==> src/rtl/if_id_stage.sv <==
// if_id_stage
//   Register stage between instruction fetch and decode. A two-entry skid
//   buffer holds {instr, pc, pc+4} in FIFO order. Decode can stall without
//   fetch losing an instruction. A taken branch or jump (flush) discards
//   every buffered entry and the instruction offered in the same cycle.
//
// Ports
//   clk        : clock; all state changes on the rising edge
//   reset      : synchronous, active-low
//   in_valid   : fetch offers instr_in / pc_in / pc_4_in
//   in_ready   : stage accepts an entry this cycle (registered state only)
//   instr_in   : fetched instruction
//   pc_in      : PC of the fetched instruction
//   pc_4_in    : PC+4 from the fetch adder
//   flush      : drop all contents and this cycle's input
//   out_valid  : head entry valid for decode
//   out_ready  : decode takes the head entry this cycle
//   instr_out  : head instruction (NOP when empty)
//   pc_out     : head PC (0 when empty)
//   pc_4_out   : head PC+4 (0 when empty)
//   opcode     : instr_out[6:0]
//   fetch_hold : !in_ready; fetch freezes its PC while this is high
//   stall_cnt  : saturating count of cycles fetch was back-pressured
module if_id_stage #(
  parameter int          n     = 32,
  parameter int          CNT_W = 16,
  parameter logic [31:0] NOP   = 32'h00000013
) (
  input  logic             clk,
  input  logic             reset,
  input  logic             in_valid,
  output logic             in_ready,
  input  logic [n-1:0]     instr_in,
  input  logic [n-1:0]     pc_in,
  input  logic [n-1:0]     pc_4_in,
  input  logic             flush,
  output logic             out_valid,
  input  logic             out_ready,
  output logic [n-1:0]     instr_out,
  output logic [n-1:0]     pc_out,
  output logic [n-1:0]     pc_4_out,
  output logic [6:0]       opcode,
  output logic             fetch_hold,
  output logic [CNT_W-1:0] stall_cnt
);

  localparam logic [n-1:0] NOP_N = n'(NOP);

  typedef enum logic [1:0] {
    EMPTY = 2'd0,
    ONE   = 2'd1,
    FULL  = 2'd2
  } state_t;

  state_t           state_q, state_d;
  logic             wr_ptr_q, wr_ptr_d;
  logic             rd_ptr_q, rd_ptr_d;
  logic [CNT_W-1:0] stall_q, stall_d;
  logic             enq, deq;

  // Data slots carry no reset: occupancy alone decides what is visible.
  logic [n-1:0] instr_p1 [2];
  logic [n-1:0] pc_p1    [2];
  logic [n-1:0] pc4_p1   [2];

  function automatic logic [CNT_W-1:0] sat_inc(input logic [CNT_W-1:0] v);
    return (&v) ? v : v + CNT_W'(1);
  endfunction

  // Handshake decode. in_ready depends only on registered occupancy, so
  // there is no combinational path from out_ready back to fetch.
  assign in_ready   = (state_q != FULL);
  assign out_valid  = (state_q != EMPTY);
  assign fetch_hold = ~in_ready;
  assign enq        = in_valid && in_ready && !flush;
  assign deq        = out_valid && out_ready && !flush;

  always_comb begin
    state_d  = state_q;
    wr_ptr_d = wr_ptr_q;
    rd_ptr_d = rd_ptr_q;
    stall_d  = stall_q;

    if (in_valid && !in_ready && !flush)
      stall_d = sat_inc(stall_q);

    if (flush) begin
      state_d  = EMPTY;
      wr_ptr_d = 1'b0;
      rd_ptr_d = 1'b0;
    end else begin
      if (enq) wr_ptr_d = ~wr_ptr_q;
      if (deq) rd_ptr_d = ~rd_ptr_q;
      unique case (state_q)
        EMPTY:   if (enq) state_d = ONE;
        ONE:     if (enq && !deq) state_d = FULL;
                 else if (deq && !enq) state_d = EMPTY;
        FULL:    if (deq) state_d = ONE;
        default: state_d = EMPTY;
      endcase
    end
  end

  always_ff @(posedge clk) begin
    if (!reset) begin
      state_q  <= EMPTY;
      wr_ptr_q <= 1'b0;
      rd_ptr_q <= 1'b0;
      stall_q  <= '0;
    end else begin
      state_q  <= state_d;
      wr_ptr_q <= wr_ptr_d;
      rd_ptr_q <= rd_ptr_d;
      stall_q  <= stall_d;
    end
  end

  // Stage p1: capture the fetched entry into the write slot.
  always_ff @(posedge clk) begin
    if (reset && enq) begin
      instr_p1[wr_ptr_q] <= instr_in;
      pc_p1[wr_ptr_q]    <= pc_in;
      pc4_p1[wr_ptr_q]   <= pc_4_in;
    end
  end

  // Decode-facing outputs: the head slot, or NOP/0/0 when empty.
  assign instr_out = out_valid ? instr_p1[rd_ptr_q] : NOP_N;
  assign pc_out    = out_valid ? pc_p1[rd_ptr_q]    : '0;
  assign pc_4_out  = out_valid ? pc4_p1[rd_ptr_q]   : '0;
  assign opcode    = instr_out[6:0];
  assign stall_cnt = stall_q;

endmodule

==> config.mk <==
export PLATFORM = sky130hd
export DESIGN_NAME = if_id_stage
export DESIGN_NICKNAME = d
export VERILOG_FILES = /design/src/rtl/if_id_stage.sv
export SDC_FILE = /design/constraint.sdc
export NUM_CORES = 1
export LEC_CHECK = 0
export BUFFER_PORTS_ARGS = -buffer_cell sky130_fd_sc_hd__buf_2
export CORE_MARGIN = 8
export CORE_UTILIZATION = 45
export DETAILED_ROUTE_END_ITERATION = 10
export GPL_TIMING_DRIVEN = 0
export PLACE_DENSITY = 0.66
export SYNTH_ARGS = -nofsm -noshare
export SYNTH_HDL_FRONTEND = slang
export SYNTH_SLANG_ARGS = --single-unit
export TNS_END_PERCENT = 100
==> constraint.sdc <==
create_clock -name clk -period 11.3 [get_ports clk]
set_input_delay 2.26 -clock clk [delete_from_list [all_inputs] [get_ports clk]]
set_output_delay 2.26 -clock clk [all_outputs]
set_load 0.005 [all_outputs]
==> out/metrics.cfg, run 1 <==
[place]
place_inst = 992
pre_cts_slack_ns = 6.95
globalplace.congestion = 0.784
port_buffers = 221
post-dp-hpwl_um = 13100

[global_routing]
grt_max_degree = 63
grt_pass1_wl_um = 29000
antenna_found_initial = 3
grtUsageTotal = 0.154
grt-ovfl-total = 0
grt_pass1_vias = 5506

[worst_setup_path]
slowest_stage = clkbuf_1
critPathMaxStageDelay_ns = 0.57
crit_chain = nor2_1 > clkbuf_1 > clkbuf_1 > nor2_1 > buf_2
crit_path_end_kind = output pin
path_delay_family = buffers and inverters
required_ns = 9.04
critical_path_arrival_ns = 2.38
crit_buf_inv = 3
start_kind = flop
path_class = flop to output pin
crit_fanout = 10

[run]
maxCapViolCount = 0

[pwr]
powerDensity_nw_per_um2 = 158
max-vdd-ir-drop_mv = 0.122
leakage_uw = 0.00395
switching_share = 0.193
p_comb_frac = 0.038
switching_power_uw = 320
p_clk_frac = 0.435
power_frac_seq = 0.527
internal_power_uw = 1340
power.total_uw = 1660

[finish]
fin_util = 0.585
final.fill_count = 1479
drive_gt1_frac = 0.338
stdcell_count = 1033
final_common_cell = buf_2
nets = 891
area_growth_syn_to_layout_pct = 26.7
layout_common_cells = buf_2 (227), edfxtp_1 (192), nor2_1 (103), mux2i_1 (100), clkbuf_1 (25)

[routing]
drc_errors = 0
dr.first_iter.drc_count = 277
vias = 5188
dr.pass1.iters = 5
via_per_inst = 5.02
wl_per_cell_um = 17.9
wl_um = 18500
postRouteAntennaNets = 0

[synth]
syn_avg_cell_area_um2 = 15.5
synth_warnings = 0
synth_seq_area_share = 0.743
synth_top_area_cell = edfxtp_1
synth_cells = 538
synthFlopType = edfxtp_1
syn-num-nets = 641
synth-async-reset-ratio = 0
synth_edf_count = 192
syn_area_um2 = 8320
netlist.area_leader.share = 0.693
synthTopCellsByArea = edfxtp_1 (69%), mux2i_1 (12%), dfxtp_1 (5.1%)
synth_cell_types = 35
ys_seq_elements = 213

[clock_network]
clk_latency_ns = 0.50
cts_setup_buffers = 0
clock-sinks = 213
max-clock-path-buffers = 3
h-tree-depth = 1
cts-root-buf = clkbuf_16
cts_hold_buf = 0
clk_pin_slew_ns = 0.06
cts_tree = yes
cts_buffers = 23
cts_resized = 0

[floorplan]
dieWidth_um = 152
dieArea_um2 = 23100
start_util = 0.462
io_pins = 223
die_h_um = 152
rows = 49
coreArea_um2 = 18000

[sta]
timing.final.ws_setup_ns = 6.66
rsz0062_at_grt = no
fin_crit_sh = 0.410
drv_slew = 0
relSlewSlack = 0.511
max_freq_mhz = 216
setup_viol = 0
setup_tns_ns = 0
hold_violations = 0
tightest_slew_ns = 0.733
timing.final.crit_period_ns = 4.64
skew_ns = 0.00822

[min_path]
hold_path_class = flop to flop

[run_status]
outcome = completed

-- registers in the layout, summed over array words and instances (netlist names), named ones only --
name	cells
instr_p1	64
wr_ptr_q	1
pc4_p1	64
pc_p1	64
stall_cnt	16
rd_ptr_q	1
state_q	2
-- final timing paths --
path,startpoint,end,slack (ns),cells after the start
max,state_q[1]$_SDFFE_PP0P_,instr_out[29],6.66,5
min reg2reg,stall_cnt[11]$_SDFFE_PN0P_,stall_cnt[11]$_SDFFE_PN0P_,0.50,2
min,stall_cnt[11]$_SDFFE_PN0P_,stall_cnt[11]$_SDFFE_PN0P_,0.50,2
max reg2reg,state_q[0]$_SDFFE_PP0P_,pc_p1[0][17]$_DFFE_PP_,8.67,7
-- through the flow --
step / hold WS (ns) / instance area (um2)
5_1_grt: 0.534 / 10500
3_5_place_dp: 0.500 / 9820
3_3_place_gp: 0.479 / 9710
4_1_cts: 0.513 / 10500
2_1_floorplan: 0.472 / 8320
6_report: 0.504 / 10500
-- power groups by stage --
stage	clock network, uW	registers (uW)	logic, uW
after floorplan	0	894	24.7
after global placement	0	895	59.1
after detailed placement	0	892	64.6
after CTS	739	876	65.0
after global routing	774	876	70.8
final	723	876	63.7
-- worst reg2reg max path, cell delays in order (launching register included) --
cell and delay (ns):
dfxtp_1 0.40, nand2b_1 0.19, inv_1 0.12, nor3b_1 0.51, nand2_1 0.19, nor2_4 0.42
buf_16 0.24, buf_12 0.23
-- per-layer routing --
| metal | share of wire | vias up | GRT usage |
|---|---|---|---|
| li1 | - | 2500 | - |
| met1 | 0.40 | 2467 | 0.180 |
| met5 | 0.00070 | - | 0 |
| met4 | 0.017 | 2 | 0.0410 |
| met2 | 0.52 | 186 | 0.271 |
| met3 | 0.069 | 33 | 0.0454 |
-- layout make-up --
cell class              instances  area, um2  share of cell area
inverters                       3       11.3             0.00107
well taps                     229        287              0.0272
multi-input cells             291       1980               0.188
clock inverters                 8        114              0.0108
clock buffers                  31        606              0.0574
flip-flops and latches        213       6190               0.587
plain buffers                  31        154              0.0146
repair buffers                225       1200               0.114
diodes                          2       5.00            0.000475
-- synthesized netlist by cell type, drive strengths merged (5+ instances only) --
master  number
o31ai        7
nand4        5
a21oi       12
buf         14
edfxtp     192
dfxtp       21
nand3        5
nand2       15
mux2i      100
nand2b       5
or4          6
clkbuf      17
nor2       104
-- logic make-up after synthesis --
| logic type | share of synthesized area |
|---|---|
| DFF | 0.743 |
| and+or+nand+nor | 0.0907 |
| muxes | 0.120 |
| buffers and inverters | 0.0198 |
| AOI/OAI and AO/OA | 0.0195 |
| xor gates and xnor gates | 0.00316 |
| adders and majority gates | 0.00301 |
Power figures use the tool's default switching activity.
==> run 2: changes to the inputs <==
--- a/config.mk
+++ b/config.mk
@@ -10,7 +10,7 @@
 export CORE_UTILIZATION = 45
 export DETAILED_ROUTE_END_ITERATION = 10
 export GPL_TIMING_DRIVEN = 0
-export PLACE_DENSITY = 0.66
+export PLACE_DENSITY = 0.69
 export SYNTH_ARGS = -nofsm -noshare
 export SYNTH_HDL_FRONTEND = slang
 export SYNTH_SLANG_ARGS = --single-unit
==> constraint.sdc (replaced) <==
create_clock -name clk -period 4 [get_ports clk]
set_input_delay 0.8 -clock clk [delete_from_list [all_inputs] [get_ports clk]]
set_output_delay 0.8 -clock clk [all_outputs]
set_load 0.005 [all_outputs]
==> run 2 against run 1 <==
Against the previous run: first-iteration DRC count decreased by 20%; non-clock buffer count unchanged; clock skew about the same; die area unchanged; critical path depth increased by 2; largest cell class unchanged; power increased to 2.8 times the previous value; global-route usage increased by 0.25 points; sequential power increased to 2.8 times the previous value; highest routed layer unchanged; via count increased by 1.8%; sequential share of layout area increased by 0.084 points; cell count increased by 0.48%.
==> out/metrics.cfg, run 2 (synthesis gave the netlist of run 1 again) <==
[pwr]
max-vdd-ir-drop_mv = 0.375
power.total_uw = 4610
leakage_uw = 0.00394
powerDensity_nw_per_um2 = 438

[sta]
drv_slew = 0
max_freq_mhz = 314
tightest_slew_ns = 0.752
relSlewSlack = 0.498
setup_viol = 0
fin_crit_sh = 0.796
hold_violations = 0
timing.final.crit_period_ns = 3.18
skew_ns = 0.00773
rsz0062_at_grt = no

[worst_setup_path]
path_class = flop to output pin
ff2ff_path_depth = 7
path_delay_family = buffers and inverters
cp_common_cell = buf_2
required_ns = 3.20
critical_path_arrival_ns = 2.38
crit_path_end_kind = output pin
slowest_stage = buf_2
critPathMaxStageDelay_ns = 0.35
crit_buf_inv = 5
crit_chain = clkbuf_1 > buf_2 > buf_2 > mux2i_1 > nand2_1 > buf_4 > buf_2
start_kind = flop
crit_fanout = 10
cp.depth = 7

[min_path]
min_delay_path_depth = 1
hold_path_class = primary input to flop

[finish]
final_common_cell = buf_2
top_regs = instr_p1 x64, pc4_p1 x64, pc_p1 x64
final.fill_count = 1476
layout_common_cells = buf_2 (227), edfxtp_1 (192), nor2_1 (103), mux2i_1 (100), clkbuf_1 (28)
area_growth_syn_to_layout_pct = 26.6
fin_util = 0.584
nets = 891
drive_gt1_frac = 0.340

[routing]
postRouteAntennaNets = 0
drc_errors = 0
dr.first_iter.drc_count = 222
wl_um = 18900
via_per_inst = 5.09
dr.pass1.iters = 4
wl_per_cell_um = 18.2
vias = 5283

[global_routing]
grt_pass1_wl_um = 29400
antenna_found_initial = 3
grt_pass1_vias = 5644
grt-ovfl-total = 0
grtUsageTotal = 0.157
grt_max_degree = 68

[clock_network]
cts_tree = yes
h-tree-depth = 1
clock-sinks = 213
cts_resized = 0
clk_latency_ns = 0.50
max-clock-path-buffers = 3
cts_buffers = 23
cts-root-buf = clkbuf_16
cts_setup_buffers = 0
cts_hold_buf = 0
clk_pin_slew_ns = 0.06

[floorplan]
io_pins = 223
die_h_um = 152
dieArea_um2 = 23100
coreArea_um2 = 18000
start_util = 0.462
dieWidth_um = 152
rows = 49

[run]
maxCapViolCount = 0

[run_status]
outcome = completed

[place]
port_buffers = 221
globalplace.congestion = 0.801
post-dp-hpwl_um = 13500

[run 2: worst paths after layout]
kind	startpoint	endpoint	slack (ns)
max	flop	opcode[1]	0.82
min	pc_4_in[6]	pc4_p1[0][6]$_DFFE_PP_	0.49
max reg2reg	state_q[0]$_SDFFE_PP0P_	pc_p1[0][22]$_DFFE_PP_	1.32
min reg2reg	stall_cnt[15]$_SDFFE_PN0P_	stall_cnt[15]$_SDFFE_PN0P_	0.52
[run 2: layer usage]
metal,share of wire,global-route usage,vias up
met5,0.00069,0,-
met4,0.035,0.0627,2
met3,0.060,0.0404,44
met2,0.52,0.284,184
met1,0.38,0.171,2538
li1,-,-,2515
[run 2: report_power, final]
part / internal [uW] / leakage (uW) / switching, uW
logic: 80.3 / 0.00169 / 99.7
clock network: 1150 / 0.000336 / 804
registers: 2470 / 0.00191 / 9.04
total: 3700 / 0.00394 / 913
[run 2: final cells by class]
| class | count | area [um2] | share of cell area |
|---|---|---|---|
| repair buffers | 225 | 1200 | 0.114 |
| clock buffers | 35 | 631 | 0.0599 |
| well taps | 229 | 287 | 0.0272 |
| inverters | 3 | 11.3 | 0.00107 |
| multi-input cells | 291 | 1980 | 0.188 |
| plain buffers | 31 | 154 | 0.0146 |
| flip-flops and latches | 213 | 6190 | 0.587 |
| clock inverters | 7 | 68.8 | 0.00654 |
| diodes | 4 | 10.0 | 0.000951 |
[run 2: worst reg2reg max path: stages (launching register included)]
cell	delay (ns)
dfxtp_1	0.40
nand2b_1	0.19
inv_1	0.11
nor3b_1	0.47
nand2_1	0.17
nor2_4	0.52
buf_12	0.31
buf_16	0.21
[run 2: through the flow]
| stage | hold slack (ns) | worst slack [ns] | setup TNS, ns | cells | cell area [um2] |
|---|---|---|---|---|---|
| after floorplan | 0.472 | 0.00713 | 0 | 538 | 8330 |
| after global placement | 0.475 | -1.37 | -143.43 | 988 | 9720 |
| after detailed placement | 0.501 | 1.03 | 0 | 992 | 9820 |
| after CTS | 0.464 | 0.708 | 0 | 1034 | 10500 |
| after global routing | 0.465 | 0.561 | 0 | 1035 | 10500 |
| final | 0.486 | 0.815 | 0 | 1038 | 10500 |
==> run 3: changes to the inputs <==
==> constraint.sdc (replaced) <==
create_clock -name clk -period 2.6 [get_ports clk]
set_input_delay 0.52 -clock clk [delete_from_list [all_inputs] [get_ports clk]]
set_output_delay 0.52 -clock clk [all_outputs]
set_load 0.005 [all_outputs]
==> run 3 against run 2 <==
Against the previous run: hold slack worse by 0.28 ns; design area rose by 0.31%; core utilization is 0.18 points higher; critical endpoint is now pc_4_out[9]; largest cell class unchanged; largest power group unchanged.
==> out/metrics.cfg, run 3 (synthesis gave the netlist of run 1 again) <==
[sta]
timing.final.crit_period_ns = 2.43
rsz0062_at_grt = no
hold_ws_ns = 0.210
relSlewSlack = 0.537
setup_viol = 0
fin_crit_sh = 0.934
max_freq_mhz = 412
tightest_slew_ns = 0.695
skew_ns = 0.00708
drv_slew = 0
hold_violations = 0

[pwr]
powerDensity_nw_per_um2 = 670
p_clk_frac = 0.423
switching_share = 0.193
leakage_uw = 0.00398
p_comb_frac = 0.039
max-vdd-ir-drop_mv = 0.603
switching_power_uw = 1370
power_frac_seq = 0.538
internal_power_uw = 5710

[floorplan]
dieWidth_um = 152
rows = 49
dieArea_um2 = 23100
io_pins = 223
die_h_um = 152
start_util = 0.462
coreArea_um2 = 18000

[place]
place_inst = 992
placed_area_um2 = 9840
post-dp-hpwl_um = 13200
globalplace.congestion = 0.857
port_buffers = 221

[routing]
postRouteAntennaNets = 0
vias = 5227
dr.first_iter.drc_count = 220
drc_errors = 0
via_per_inst = 5.07
dr.pass1.iters = 4
wl_um = 18400
wl_per_cell_um = 17.9

[global_routing]
grtUsageTotal = 0.152
grt_pass1_wl_um = 28800
grt-ovfl-total = 0
antenna_found_initial = 3
grt_max_degree = 52
grt_pass1_vias = 5295

[finish]
design_area_um2 = 10600
drive_gt1_frac = 0.365
final_common_cell = buf_2
layout_common_cells = buf_2 (225), edfxtp_1 (192), nor2_1 (102), mux2i_1 (100), clkbuf_16 (23)
stdcell_count = 1030
final.fill_count = 1433
nets = 889
area_growth_syn_to_layout_pct = 26.9
top_regs = instr_p1 x64, pc4_p1 x64, pc_p1 x64

[clock_network]
cts_tree = yes
h-tree-depth = 1
clock-sinks = 213
cts_hold_buf = 0
max-clock-path-buffers = 3
clk_pin_slew_ns = 0.06
cts_buffers = 22
clk_latency_ns = 0.49
cts-root-buf = clkbuf_16

[run_status]
outcome = completed

[worst_setup_path]
required_ns = 2.08
path_class = flop to output pin
start_kind = flop
critical_path_arrival_ns = 1.91
crit_fanout = 10
crit_path_end_kind = output pin

[run]
maxCapViolCount = 0

[min_path]
hold_path_class = primary input to flop

==> run 3: changes by cell type in the layout (fill, tap and decap cells not counted), sizes merged <==
cell | previous run | this run
clkinv | 4 | 10
clkbuf | 52 | 42
inv | 4 | 3
bufinv | 1 | 2
diode | 4 | 1
clkinvlp | 1 | 0
==> run 3: through the flow <==
step / TNS, ns / utilization / total power [uW] / setup slack [ns]
CTS: 0 / 0.585 / 7150 / 0.0609
global route: 0 / 0.586 / 7310 / 0.0220
global placement: -155.50 / 0.541 / 4140 / -1.03
detailed placement: 0 / 0.546 / 4160 / 0.0618
floorplan: -15.07 / - / 3990 / -0.157
finish: 0 / 0.586 / 7080 / 0.171
==> run 3: final timing paths <==
check / start / end / slack, ns / depth (start not counted)
worst max-delay path: flop / pc_4_out[9] / 0.17 / 5
worst min-delay path: pc_4_in[31] / pc4_p1[1][31]$_DFFE_PP_ / 0.21 / 1
worst max register to register: state_q[0]$_SDFFE_PP0P_ / pc_p1[0][26]$_DFFE_PP_ / 0.28 / 7
worst min register to register: stall_cnt[11]$_SDFFE_PN0P_ / stall_cnt[11]$_SDFFE_PN0P_ / 0.50 / 2
==> run 3: per-layer routing <==
layer | part of all wire | track usage
met1 | 0.40 | 0.178
met2 | 0.51 | 0.265
met3 | 0.075 | 0.0485
met4 | 0.015 | 0.0377
met5 | 0.0020 | 0
==> run 3: repair_timing <==
item	CTS	global route
pin swaps	0	0
buffers inserted	0	0
endpoints found under the setup margin	97	38
cloned	0	0
gates resized for setup	15	6
endpoints found under the hold margin	0	0
==> run 3: critical path, stage by stage (launching register included) <==
cell	delay (ns)
dfxtp_2	0.42
buf_4	0.23
buf_2	0.32
mux2i_1	0.26
nor2_1	0.05
buf_2	0.13
==> run 3: layout make-up <==
| type | instances | area [um2] | area share |
|---|---|---|---|
| Tap cell | 229 | 287 | 0.0271 |
| Buffer | 30 | 179 | 0.0169 |
| Inverter | 3 | 13.8 | 0.00130 |
| Sequential cell | 213 | 6190 | 0.586 |
| Antenna cell | 1 | 2.50 | 0.000237 |
| Multi-Input combinational cell | 291 | 2000 | 0.190 |
| Clock buffer | 26 | 587 | 0.0556 |
| Clock inverter | 12 | 101 | 0.00959 |
| Timing Repair Buffer | 225 | 1200 | 0.114 |
==> run 3: power groups by stage <==
stage	Combinational [uW]	Sequential [uW]	Clock, uW
final	280	3810	2990
after floorplan	110	3880	0
after global placement	257	3880	0
after global routing	309	3810	3200
after detailed placement	282	3880	0
after CTS	284	3810	3060
